===== src/rtl/mem_axi_pkg.sv =====
// Shared AXI field widths and the address-channel payload struct for the PS HP port arbiter.
package mem_axi_pkg;
  localparam int unsigned ID_DN_W = 6;
  localparam logic [3:0]  MEM_BASE_DEF = 4'h1;

  typedef struct packed {
    logic [31:0]        addr;
    logic [ID_DN_W-1:0] id;
    logic [7:0]         len;
    logic [2:0]         size;
    logic [1:0]         burst;
    logic [3:0]         cache;
    logic               lock;
    logic [2:0]         prot;
    logic [3:0]         qos;
  } ax_t;
endpackage


===== src/rtl/mem_axi_ax_arb.sv =====
// One registered AR/AW slot fed by a two-way round-robin arbiter; tags id with source, remaps addr.
// Latency 1 cycle; loads when empty or draining the same cycle, and never while hold is high.
module mem_axi_ax_arb
  import mem_axi_pkg::*;
#(
  parameter int unsigned ID_W     = 5,
  parameter logic [3:0]  MEM_BASE = MEM_BASE_DEF
) (
  input  logic clock,
  input  logic reset_n,
  input  logic m0_vld,
  input  ax_t  m0_pay,
  output logic m0_rdy,
  input  logic m1_vld,
  input  ax_t  m1_pay,
  output logic m1_rdy,
  input  logic hold,
  output logic s_vld,
  output ax_t  s_pay,
  input  logic s_rdy
);
  ax_t  pay_q, pay_d, sel;
  logic vld_q, vld_d;
  logic last_m1_q, last_m1_d;
  logic pick_m1, load;

  always_comb begin
    pick_m1   = m1_vld && (!m0_vld || !last_m1_q);
    load      = (m0_vld || m1_vld) && (!vld_q || s_rdy) && !hold;
    sel       = pick_m1 ? m1_pay : m0_pay;
    vld_d     = vld_q && !s_rdy;
    pay_d     = pay_q;
    last_m1_d = last_m1_q;
    if (load) begin
      vld_d      = 1'b1;
      pay_d      = sel;
      pay_d.addr = {MEM_BASE, sel.addr[27:0]};
      // upstream id arrives with its top bit clear; the source tag goes there
      pay_d.id   = sel.id | (ID_DN_W'(pick_m1) << ID_W);
      last_m1_d  = pick_m1;
    end
  end

  always_ff @(posedge clock or negedge reset_n) begin
    if (!reset_n) begin
      vld_q     <= 1'b0;
      pay_q     <= '0;
      last_m1_q <= 1'b1;
    end else begin
      vld_q     <= vld_d;
      pay_q     <= pay_d;
      last_m1_q <= last_m1_d;
    end
  end

  assign m0_rdy = load && !pick_m1;
  assign m1_rdy = load && pick_m1;
  assign s_vld  = vld_q;
  assign s_pay  = pay_q;
endmodule


===== src/rtl/mem_axi_arbiter.sv =====
// Two AXI4 masters onto one PS HP slave port: RR on AR/AW, W steered in AW order, R/B routed by id tag.
// AR/AW 1 cycle, W/R/B combinational; W-order queue full stalls AW unless a last beat pops that cycle.
module mem_axi_arbiter
  import mem_axi_pkg::*;
#(
  parameter int unsigned ID_W     = 5,
  parameter logic [3:0]  MEM_BASE = MEM_BASE_DEF,
  parameter int unsigned WQ_DEPTH = 4
) (
  input  logic            clock,
  input  logic            reset_n,
  input  logic            m0_ar_valid, output logic m0_ar_ready,
  input  logic [31:0]     m0_ar_addr,  input  logic [ID_W-1:0] m0_ar_id,
  input  logic [7:0]      m0_ar_len,   input  logic [2:0] m0_ar_size,
  input  logic [1:0]      m0_ar_burst, input  logic [3:0] m0_ar_cache,
  input  logic            m0_ar_lock,  input  logic [2:0] m0_ar_prot,
  input  logic [3:0]      m0_ar_qos,
  input  logic            m1_ar_valid, output logic m1_ar_ready,
  input  logic [31:0]     m1_ar_addr,  input  logic [ID_W-1:0] m1_ar_id,
  input  logic [7:0]      m1_ar_len,   input  logic [2:0] m1_ar_size,
  input  logic [1:0]      m1_ar_burst, input  logic [3:0] m1_ar_cache,
  input  logic            m1_ar_lock,  input  logic [2:0] m1_ar_prot,
  input  logic [3:0]      m1_ar_qos,
  input  logic            m0_aw_valid, output logic m0_aw_ready,
  input  logic [31:0]     m0_aw_addr,  input  logic [ID_W-1:0] m0_aw_id,
  input  logic [7:0]      m0_aw_len,   input  logic [2:0] m0_aw_size,
  input  logic [1:0]      m0_aw_burst, input  logic [3:0] m0_aw_cache,
  input  logic            m0_aw_lock,  input  logic [2:0] m0_aw_prot,
  input  logic [3:0]      m0_aw_qos,
  input  logic            m1_aw_valid, output logic m1_aw_ready,
  input  logic [31:0]     m1_aw_addr,  input  logic [ID_W-1:0] m1_aw_id,
  input  logic [7:0]      m1_aw_len,   input  logic [2:0] m1_aw_size,
  input  logic [1:0]      m1_aw_burst, input  logic [3:0] m1_aw_cache,
  input  logic            m1_aw_lock,  input  logic [2:0] m1_aw_prot,
  input  logic [3:0]      m1_aw_qos,
  input  logic            m0_w_valid,  output logic m0_w_ready,
  input  logic [63:0]     m0_w_data,   input  logic [7:0] m0_w_strb,
  input  logic            m0_w_last,
  input  logic            m1_w_valid,  output logic m1_w_ready,
  input  logic [63:0]     m1_w_data,   input  logic [7:0] m1_w_strb,
  input  logic            m1_w_last,
  output logic            m0_r_valid,  input  logic m0_r_ready,
  output logic [ID_W-1:0] m0_r_id,     output logic [63:0] m0_r_data,
  output logic [1:0]      m0_r_resp,   output logic m0_r_last,
  output logic            m1_r_valid,  input  logic m1_r_ready,
  output logic [ID_W-1:0] m1_r_id,     output logic [63:0] m1_r_data,
  output logic [1:0]      m1_r_resp,   output logic m1_r_last,
  output logic            m0_b_valid,  input  logic m0_b_ready,
  output logic [ID_W-1:0] m0_b_id,     output logic [1:0] m0_b_resp,
  output logic            m1_b_valid,  input  logic m1_b_ready,
  output logic [ID_W-1:0] m1_b_id,     output logic [1:0] m1_b_resp,
  output logic            s_ar_valid,  input  logic s_ar_ready,
  output logic [31:0]     s_ar_addr,   output logic [ID_W:0] s_ar_id,
  output logic [7:0]      s_ar_len,    output logic [2:0] s_ar_size,
  output logic [1:0]      s_ar_burst,  output logic [3:0] s_ar_cache,
  output logic            s_ar_lock,   output logic [2:0] s_ar_prot,
  output logic [3:0]      s_ar_qos,
  output logic            s_aw_valid,  input  logic s_aw_ready,
  output logic [31:0]     s_aw_addr,   output logic [ID_W:0] s_aw_id,
  output logic [7:0]      s_aw_len,    output logic [2:0] s_aw_size,
  output logic [1:0]      s_aw_burst,  output logic [3:0] s_aw_cache,
  output logic            s_aw_lock,   output logic [2:0] s_aw_prot,
  output logic [3:0]      s_aw_qos,
  output logic            s_w_valid,   input  logic s_w_ready,
  output logic [63:0]     s_w_data,    output logic [7:0] s_w_strb,
  output logic            s_w_last,
  input  logic            s_r_valid,   output logic s_r_ready,
  input  logic [ID_W:0]   s_r_id,      input  logic [63:0] s_r_data,
  input  logic [1:0]      s_r_resp,    input  logic s_r_last,
  input  logic            s_b_valid,   output logic s_b_ready,
  input  logic [ID_W:0]   s_b_id,      input  logic [1:0] s_b_resp
);
  localparam int unsigned PW = $clog2(WQ_DEPTH);

  ax_t  m0_ar, m1_ar, m0_aw, m1_aw, s_ar, s_aw;
  logic ar_m0_rdy, ar_m1_rdy, aw_m0_rdy, aw_m1_rdy;
  logic aw_push, aw_hold, w_pop, wq_head, wq_head_vld, wq_full;
  logic [WQ_DEPTH-1:0] wq_q, wq_d;
  logic [PW-1:0]       wr_ptr_q, wr_ptr_d, rd_ptr_q, rd_ptr_d;
  logic [PW:0]         wq_cnt_q, wq_cnt_d;

  assign m0_ar = '{addr: m0_ar_addr, id: {1'b0, m0_ar_id}, len: m0_ar_len, size: m0_ar_size,
                   burst: m0_ar_burst, cache: m0_ar_cache, lock: m0_ar_lock, prot: m0_ar_prot, qos: m0_ar_qos};
  assign m1_ar = '{addr: m1_ar_addr, id: {1'b0, m1_ar_id}, len: m1_ar_len, size: m1_ar_size,
                   burst: m1_ar_burst, cache: m1_ar_cache, lock: m1_ar_lock, prot: m1_ar_prot, qos: m1_ar_qos};
  assign m0_aw = '{addr: m0_aw_addr, id: {1'b0, m0_aw_id}, len: m0_aw_len, size: m0_aw_size,
                   burst: m0_aw_burst, cache: m0_aw_cache, lock: m0_aw_lock, prot: m0_aw_prot, qos: m0_aw_qos};
  assign m1_aw = '{addr: m1_aw_addr, id: {1'b0, m1_aw_id}, len: m1_aw_len, size: m1_aw_size,
                   burst: m1_aw_burst, cache: m1_aw_cache, lock: m1_aw_lock, prot: m1_aw_prot, qos: m1_aw_qos};

  mem_axi_ax_arb #(.ID_W(ID_W), .MEM_BASE(MEM_BASE)) u_ar_arb (
    .clock(clock), .reset_n(reset_n),
    .m0_vld(m0_ar_valid), .m0_pay(m0_ar), .m0_rdy(ar_m0_rdy),
    .m1_vld(m1_ar_valid), .m1_pay(m1_ar), .m1_rdy(ar_m1_rdy),
    .hold(1'b0), .s_vld(s_ar_valid), .s_pay(s_ar), .s_rdy(s_ar_ready)
  );

  mem_axi_ax_arb #(.ID_W(ID_W), .MEM_BASE(MEM_BASE)) u_aw_arb (
    .clock(clock), .reset_n(reset_n),
    .m0_vld(m0_aw_valid), .m0_pay(m0_aw), .m0_rdy(aw_m0_rdy),
    .m1_vld(m1_aw_valid), .m1_pay(m1_aw), .m1_rdy(aw_m1_rdy),
    .hold(aw_hold), .s_vld(s_aw_valid), .s_pay(s_aw), .s_rdy(s_aw_ready)
  );

  // grants are masked here so upstream sees no ready while reset is held
  assign m0_ar_ready = reset_n && ar_m0_rdy;
  assign m1_ar_ready = reset_n && ar_m1_rdy;
  assign m0_aw_ready = reset_n && aw_m0_rdy;
  assign m1_aw_ready = reset_n && aw_m1_rdy;

  assign {s_ar_addr, s_ar_id, s_ar_len, s_ar_size, s_ar_burst, s_ar_cache, s_ar_lock, s_ar_prot, s_ar_qos} = s_ar;
  assign {s_aw_addr, s_aw_id, s_aw_len, s_aw_size, s_aw_burst, s_aw_cache, s_aw_lock, s_aw_prot, s_aw_qos} = s_aw;

  assign wq_head     = wq_q[rd_ptr_q];
  assign wq_head_vld = (wq_cnt_q != '0);
  assign wq_full     = (wq_cnt_q == (PW+1)'(WQ_DEPTH));
  assign s_w_valid   = wq_head_vld && (wq_head ? m1_w_valid : m0_w_valid);
  assign s_w_data    = wq_head ? m1_w_data : m0_w_data;
  assign s_w_strb    = wq_head ? m1_w_strb : m0_w_strb;
  assign s_w_last    = wq_head ? m1_w_last : m0_w_last;
  assign m0_w_ready  = wq_head_vld && !wq_head && s_w_ready;
  assign m1_w_ready  = wq_head_vld && wq_head && s_w_ready;
  assign w_pop       = s_w_valid && s_w_ready && s_w_last;
  assign aw_hold     = wq_full && !w_pop;
  assign aw_push     = aw_m0_rdy || aw_m1_rdy;

  always_comb begin
    wq_d     = wq_q;
    wr_ptr_d = wr_ptr_q;
    rd_ptr_d = rd_ptr_q;
    wq_cnt_d = wq_cnt_q;
    if (aw_push) begin
      wq_d[wr_ptr_q] = aw_m1_rdy;
      wr_ptr_d       = wr_ptr_q + PW'(1);
    end
    if (w_pop) rd_ptr_d = rd_ptr_q + PW'(1);
    case ({aw_push, w_pop})
      2'b10:   wq_cnt_d = wq_cnt_q + (PW+1)'(1);
      2'b01:   wq_cnt_d = wq_cnt_q - (PW+1)'(1);
      default: wq_cnt_d = wq_cnt_q;
    endcase
  end

  always_ff @(posedge clock or negedge reset_n) begin
    if (!reset_n) begin
      wq_q     <= '0;
      wr_ptr_q <= '0;
      rd_ptr_q <= '0;
      wq_cnt_q <= '0;
    end else begin
      wq_q     <= wq_d;
      wr_ptr_q <= wr_ptr_d;
      rd_ptr_q <= rd_ptr_d;
      wq_cnt_q <= wq_cnt_d;
    end
  end

  assign m0_r_valid = reset_n && s_r_valid && !s_r_id[ID_W];
  assign m1_r_valid = reset_n && s_r_valid && s_r_id[ID_W];
  assign s_r_ready  = s_r_id[ID_W] ? m1_r_ready : m0_r_ready;
  assign m0_r_id    = s_r_id[ID_W-1:0];
  assign m1_r_id    = s_r_id[ID_W-1:0];
  assign m0_r_data  = s_r_data;
  assign m1_r_data  = s_r_data;
  assign m0_r_resp  = s_r_resp;
  assign m1_r_resp  = s_r_resp;
  assign m0_r_last  = s_r_last;
  assign m1_r_last  = s_r_last;

  assign m0_b_valid = reset_n && s_b_valid && !s_b_id[ID_W];
  assign m1_b_valid = reset_n && s_b_valid && s_b_id[ID_W];
  assign s_b_ready  = s_b_id[ID_W] ? m1_b_ready : m0_b_ready;
  assign m0_b_id    = s_b_id[ID_W-1:0];
  assign m1_b_id    = s_b_id[ID_W-1:0];
  assign m0_b_resp  = s_b_resp;
  assign m1_b_resp  = s_b_resp;
endmodule

===== config.mk =====
export PLATFORM = sky130hd
export DESIGN_NAME = mem_axi_arbiter
export DESIGN_NICKNAME = d
export VERILOG_FILES = /design/src/rtl/mem_axi_pkg.sv /design/src/rtl/mem_axi_ax_arb.sv /design/src/rtl/mem_axi_arbiter.sv
export SDC_FILE = /design/constraint.sdc
export NUM_CORES = 1
export LEC_CHECK = 0
export CAP_MARGIN = 20
export CORE_AREA = 4 4 330 332
export DETAILED_ROUTE_END_ITERATION = 10
export DIE_AREA = 0 0 334 336
export SLEW_MARGIN = 10
export SYNTH_ARGS = -nofsm -noshare
export SYNTH_HDL_FRONTEND = slang
export SYNTH_HIERARCHICAL = 1
export SYNTH_SLANG_ARGS = --single-unit

===== constraint.sdc =====
create_clock -name clock -period 4.6 [get_ports clock]
set_clock_uncertainty 0.05 [all_clocks]
set_input_delay 0.92 -clock clock [delete_from_list [all_inputs] [get_ports clock]]
set_output_delay 0.92 -clock clock [all_outputs]
set_load 0.005 [all_outputs]

==> metrics.md, run 1 <==
| Metric | Value |
|---|---|
| Setup violators final | `0` |
| Commonest non-fill, non-tap cells in the layout | `600 x clkdlybuf4s50_1, 345 x nand2_1, 132 x dfrtp_1, 116 x nor4_1, 116 x a221o_1` |
| Clock buffer depth | `2` |
| Final max-slew violation count | `0` |
| Reg2reg setup slack | `910 ps` |
| Reg2reg start | `rd_ptr_q[0]` |
| Clock latency on the worst-skew pair | `490 ps` |
| Setup tns final | `0 ps` |
| Area grow syn2layout | `78.7%` |
| Placed wire-length estimate | `38000 um` |
| Post-Route WL | `just under 50000 um` |
| Status | `finished clean` |
| Core Rows | `120` |
| Critical path's top delay family | `buffers and inverters` |
| Antenna Violating Nets Remaining | `0` |
| Clk root buf | `clkbuf_16` |
| Post-layout min period | `4370 ps` |
| Clock sinks | `approximately 140` |
| Final Hold Viols | `0` |
| Inserted Clock Buffers | `17` |
| Critical Path Fanout Max | `4` |
| Starting Density | `8.37%` |
| CP Launch Type | `primary input` |
| Placed Area | `15300 um^2` |
| CP required | `3630 ps` |
| WP buf/inv | `3` |
| Core Area | `about 110000 um^2` |
| Clock Pin Slew Worst Setup and Hold Paths | `70 ps` |
| Mapped cell area | `8900 um^2` |
| Achievable Freq | `~0.23 GHz` |
| Pre-CTS WS | `70.8 ps` |
| Crit-path cells | `clkdlybuf4s50_1, nand2_1, mux2_4, or2_4, and4_4, a2111oi_4, buf_4, and2_1, clkdlybuf4s50_1` |
| Commonest non-fill, non-tap cell in the layout | `clkdlybuf4s50_1` |
| Max stage delay on crit path | `approximately 530 ps` |
| H-tree lvl count | `4` |
| Number of port buffers | `604` |
| Synth warn | `6` |
| Crit share post-route | `95.0%` |
| Max cap viols | `0` |
| Slew at the pin closest to its max-slew limit | `a little under 900 ps` |
| Post-Syn Instances | `between 1000 and 1500` |
| First-pass GRT wire length | `about 67000 um` |
| R2R Path End | `wq_cnt_q[2]` |
| Kind of critical path | `primary input to primary output` |
| Die height | `~340 um` |
| Worst R2R Path Depth | `14` |
| VDD IR max | `0.354 mV` |
| Flops & latches, synth | `135` |
| Synth cell types | `37` |
| Fin area | `about 16000 um^2` |
| Vias in the first global route | `9428` |
| CP arrival | `approximately 3400 ps` |
| Die X | `between 300 and 400 um` |
| Cell Pwr Density | `~520 nW/um^2` |
| Global route overflow | `0` |
| Slowest-stage cell, CP | `clkdlybuf4s50_1` |
| Detailed Routing Iterations Pass 1 | `5` |
| Slew headroom | `41.7%` |
| Vias per cell | `about 3.3` |
| Via count | `9372` |
| GRT Total Usage | `roughly 8.2%` |
| CTS tree | `built` |
| Layout Nets | `1948` |
| Routability cong. | `0.770` |
| Most common cell on crit path | `clkdlybuf4s50_1` |
| Leak | `slightly above 6 nW` |
| Largest net degree at the start of global routing | `76` |
| Seq/Total Area, Yosys | `around 38%` |
| RSZ-0062 raised after global routing | `no` |
| I/O pin total | `864` |
| Syn Area/Cell | `8.45 um^2` |
| Fraction of layout cells with a size suffix above 1 | `5.88%` |
| CTS Hold Bufs | `0` |
| DRT iter0 DRCs | `494` |
| PnR worst setup slack | `230 ps` |
| DRC | `0` |
| Die area | `between 100000 and 150000 um^2` |
| Drt wl/cell | `17.1 um` |
| Setup crit end kind | `primary output` |
| HP Class | `primary input to async pin` |
| Initial antenna violation count | `3` |
==> metal layers <==
| layer | routed length, um | GRT usage [%] | up-vias |
|---|---|---|---|
| met2 | 21900 | 12.4 | 558 |
| li1 | - | - | 4344 |
| met1 | 20100 | 9.81 | 4366 |
| met3 | 5170 | 3.68 | 102 |
| met5 | 13 | 0 | - |
| met4 | 1830 | 4.39 | 2 |
==> power breakdown <==
group          internal, mW  switching (mW)  leakage (nW)
Combinational          2.54            2.28          4.26
Clock                 0.816           0.677         0.285
Sequential             1.62           0.315          1.64
Total                  4.97            3.27          6.19
==> synthesized netlist by cell type (all sizes together) <==
library cell / count / area share (%)
nand2: 345 / 15
buf: 195 / 16
dfrtp: 133 / 37
a221o: 116 / 13
nor4: 116 / 8.2
clkbuf: 68 / 2.9
inv: 10 / 0.42
nor2: 8 / 0.34
ha: 5 / 0.70
mux2: 5 / 0.67
nand2b: 5 / 0.35
a22o: 4 / 0.39
and2: 4 / 0.28
nor2b: 4 / 0.28
conb: 3 / 0.13
mux2i: 3 / 0.34
or2: 3 / 0.24
xnor2: 3 / 0.30
xor2: 3 / 0.30
a2111oi: 2 / 0.62
and3: 2 / 0.14
dfstp: 2 / 0.59
o21a: 2 / 0.17
o21bai: 2 / 0.42
o22a: 2 / 0.20
or4b: 2 / 0.22
a21oi: 1 / 0.056
and4: 1 / 0.13
fa: 1 / 0.22
mux4: 1 / 0.25
nor3: 1 / 0.056
nor3b: 1 / 0.14
==> kinds of logic (layout without fill, tap and decap cells) <==
kind of cell             count (synthesis)  count (layout)  share of synthesized area [%]
AO/OA/AOI/OAI                          129             129                           14.9
XOR/XNOR                                 6               6                          0.590
adder cells (fa/ha/maj)                  6               6                          0.928
buffers and inverters                  273             677                           19.3
flip-flops                             135             135                           38.0
multiplexers                             9               9                           1.27
other                                    3              12                          0.127
AND/OR/NAND/NOR                        492             492                           24.9
==> flip-flops by register name (all words and copies together), names as in the netlist <==
signal / count
rd_ptr_q: 2
u_ar_arb/last_m1_q: 1
u_ar_arb/s_pay: 60
u_ar_arb/s_vld: 1
u_aw_arb/last_m1_q: 1
u_aw_arb/s_pay: 60
u_aw_arb/s_vld: 1
wq_cnt_q: 3
wq_q: 4
wr_ptr_q: 2
==> metrics by stage <==
step	instances	utilization [%]	hold WS, ps	total power, mW
finish	2869	15.0	359	8.24
global route	2866	15.0	349	8.85
CTS	2864	14.9	313	8.43
detailed placement	2832	14.4	406	6.80
global placement	2832	14.4	398	6.78
floorplan	1059	-	409	3.82
==> cell type report <==
| type | instances | area (um^2) |
|---|---|---|
| fill | 12053 | 90400 |
| timing repair buffer | 635 | 6280 |
| clock inverter | 13 | 161 |
| tap | 1403 | 1760 |
| inverter | 10 | 37.5 |
| antenna | 3 | 7.51 |
| sequential | 135 | 3380 |
| clock buffer | 19 | 433 |
| multi-input combinational | 651 | 3850 |
==> worst max path at each step <==
stage,slack [ps],depth (start not counted),start,end
after floorplan,880,9,rd_ptr_q[0],m1_aw_ready
after global placement,70,9,m0_w_last,m0_aw_ready
after detailed placement,70,9,m0_w_valid,m0_aw_ready
after CTS,60,8,rd_ptr_q[0],m1_aw_ready
after global routing,30,8,rd_ptr_q[0],m1_aw_ready
final,230,9,m1_w_valid,m1_aw_ready
==> what timing repair did <==
action / CTS / global route
gates cloned: 0 / 0
resized for setup: 2 / 0
buffers inserted: 0 / 2
setup endpoints to repair: 2 / 1
Power figures use the tool's default switching activity.
==> run 2: changes to the inputs <==
--- a/config.mk
+++ b/config.mk
@@ -9,6 +9,7 @@
 export CORE_AREA = 4 4 330 332
 export DETAILED_ROUTE_END_ITERATION = 10
 export DIE_AREA = 0 0 334 336
+export SKIP_CTS_REPAIR_TIMING = 1
 export SLEW_MARGIN = 10
 export SYNTH_ARGS = -nofsm -noshare
 export SYNTH_HDL_FRONTEND = slang
==> constraint.sdc (replaced) <==
create_clock -name clock -period 4.6 [get_ports clock]
set_clock_uncertainty 0.05 [all_clocks]
set_input_delay 0.92 -clock clock [delete_from_list [all_inputs] [get_ports clock]]
set_output_delay 0.92 -clock clock [all_outputs]
set_load 0.01 [all_outputs]
==> run 2 against run 1 <==
Against the previous run:
- register-to-register slack better by 20 ps
- sequential share of layout area is 0.055 points lower
- via count is 0.37% higher
- combinational power is 8.5% higher
- critical path type unchanged
- largest power group unchanged
- highest routed layer unchanged
==> metrics.md, run 2 (same netlist as run 1, synthesis figures left out) <==
| Metric | Value |
|---|---|
| Util after Layout | `15.0%` |
| Pre-CTS WS | `~8.2 ps` |
| First-pass GRT wire length | `66800 um` |
| Routed length on met1 | `20100 um` |
| Max cap viols | `0` |
| HP Class | `primary input to async pin` |
| Kind of critical path | `primary input to primary output` |
| Setup violators final | `0` |
| Fillers | `about 12000` |
| Slowest-stage cell, CP | `clkdlybuf4s50_1` |
| Starting Density | `8.37%` |
| Area grow syn2layout | `79.2%` |
| Commonest non-fill, non-tap cells in the layout | `600 x clkdlybuf4s50_1, 345 x nand2_1, 132 x dfrtp_1, 116 x nor4_1, 116 x a221o_1` |
| Number of port buffers | `604` |
| Slew headroom | `41.8%` |
| Final Hold Viols | `0` |
| DRC | `0` |
| Critical Path Fanout Max | `5` |
| I/O pin total | `864` |
| Clock buffer depth | `2` |
| Fin area | `16000 um^2` |
| Clock latency on the worst-skew pair | `480 ps` |
| Status | `finished clean` |
| Inserted Clock Buffers | `17` |
| Crit. path cell count | `9` |
| Post-Route WL | `between 40000 and 50000 um` |
| Setup crit end kind | `primary output` |
| Die area | `around 110000 um^2` |
| Cell Pwr Density | `~540 nW/um^2` |
| Max Used Layer | `met5` |
| Core Area | `106000 um^2` |
| Routed wl met3 | `5080 um` |
| Worst R2R Path Depth | `12` |
| Routability cong. | `between 0.7 and 0.8` |
| H-tree lvl count | `4` |
| Vias in the first global route | `9574` |
| CTS tree | `built` |
| Most common cell on crit path | `clkdlybuf4s50_1` |
| CP Launch Type | `primary input` |
| Crit-path cells | `clkdlybuf4s50_1, nand2_1, mux2_4, or2_4, and4_4, a2111oi_4, buf_4, and2_1, clkdlybuf4s50_1` |
| Die height | `336 um` |
| Leak | `6.23 nW` |
| GRT Total Usage | `between 8 and 9%` |
| Antenna Violating Nets Remaining | `0` |
| Initial antenna violation count | `4` |
| Clock sinks | `between 100 and 150` |
| Clock Pin Slew Worst Setup and Hold Paths | `70 ps` |
| Crit share post-route | `a little over nine tenths` |
| Global route overflow | `0` |
| Final max-slew violation count | `0` |
| CP arrival | `approximately 3400 ps` |
| WHS | `364 ps` |
| Post-layout min period | `4370 ps` |
| PnR worst setup slack | `228 ps` |
| DRT iter0 DRCs | `445` |
| Core Rows | `between 100 and 150` |
| Max stage delay on crit path | `about 550 ps` |
| Drt wl/cell | `about 17 um` |
| Commonest non-fill, non-tap cell in the layout | `clkdlybuf4s50_1` |
| Clk root buf | `clkbuf_16` |
| Largest net degree at the start of global routing | `76` |
| Layout Nets | `around 2000` |
| Vias per cell | `3.27` |
| Critical path's top delay family | `buffers and inverters` |
| Via count | `9407` |
| RSZ-0062 raised after global routing | `no` |
| Placed wire-length estimate | `38200 um` |
| Fraction of layout cells with a size suffix above 1 | `6.34%` |
| VDD IR max | `0.352 mV` |
| WL met2 | `between 20000 and 25000 um` |
| Achievable Freq | `0.229 GHz` |
| CP required | `3630 ps` |
| Slew at the pin closest to its max-slew limit | `874 ps` |
| Die X | `334 um` |
| Placed Area | `15300 um^2` |
| Detailed Routing Iterations Pass 1 | `4` |
| WP buf/inv | `3` |
-- run 2: where the power goes --
group / leakage, nW / switching (mW) / internal [mW]
clock network: 0.285 / 0.698 / 0.785
logic: 4.30 / 2.65 / 2.57
registers: 1.64 / 0.312 / 1.62
total: 6.23 / 3.66 / 4.97
-- run 2: worst paths after layout --
kind | start | endpoint | slack (ps)
max | m0_w_valid | m1_aw_ready | 230
max reg2reg | rd_ptr_q[0] | wq_cnt_q[1] | 930
min in group clock | u_aw_arb/s_pay[59] | u_aw_arb/s_pay[59] | 420
max in group asynchronous | reset_n | u_aw_arb/s_pay[10] | 3010
min | reset_n | u_ar_arb/s_pay[24] | 360
min reg2reg | u_aw_arb/s_pay[59] | u_aw_arb/s_pay[59] | 420
-- run 2: area by class of cell --
cell class	count	area, um^2	share of cell area (%)
Clock inverter	14	158	0.988
Timing Repair Buffer	640	6320	39.6
Clock buffer	18	439	2.75
Multi-Input combinational cell	651	3850	24.2
Sequential cell	135	3380	21.2
Tap cell	1403	1760	11.0
Antenna cell	2	5.00	0.0314
Inverter	10	37.5	0.235
-- run 2: metal layers --
metal | vias up | track usage [%]
li1 | 4353 | -
met2 | 545 | 12.1
met5 | - | 0
met4 | 2 | 4.91
met3 | 125 | 3.59
met1 | 4382 | 9.93
-- run 2: through the flow --
| step | std cells | TNS [ps] | total power [mW] |
|---|---|---|---|
| final | 2873 | 0 | 8.63 |
| after floorplan | 1059 | 0 | 4.20 |
| after global placement | 2837 | 0 | 7.16 |
| after detailed placement | 2837 | 0 | 7.16 |
| after global routing | 2871 | 0 | 9.20 |
| after CTS | 2869 | -205 | 8.77 |
-- run 2: worst reg2reg max path, cell delays in order, from the launching register on --
cell and delay [ps]:
dfrtp_2 400, mux4_2 540, mux2_4 330, or2_4 230, and4_4 240, a2111oi_4 310, buf_4 200, buf_4 270
nor2_1 160, ha_1 240, inv_1 70, fa_1 410, mux2i_1 150
==> run 3: changes to the inputs <==
--- a/config.mk
+++ b/config.mk
@@ -10,7 +10,7 @@
 export DETAILED_ROUTE_END_ITERATION = 10
 export DIE_AREA = 0 0 334 336
 export SKIP_CTS_REPAIR_TIMING = 1
-export SLEW_MARGIN = 10
+export SLEW_MARGIN = 30
 export SYNTH_ARGS = -nofsm -noshare
 export SYNTH_HDL_FRONTEND = slang
 export SYNTH_HIERARCHICAL = 1
==> results of run 3 <==
No change in the layout: final DEF, timing and power equal those of run 2.
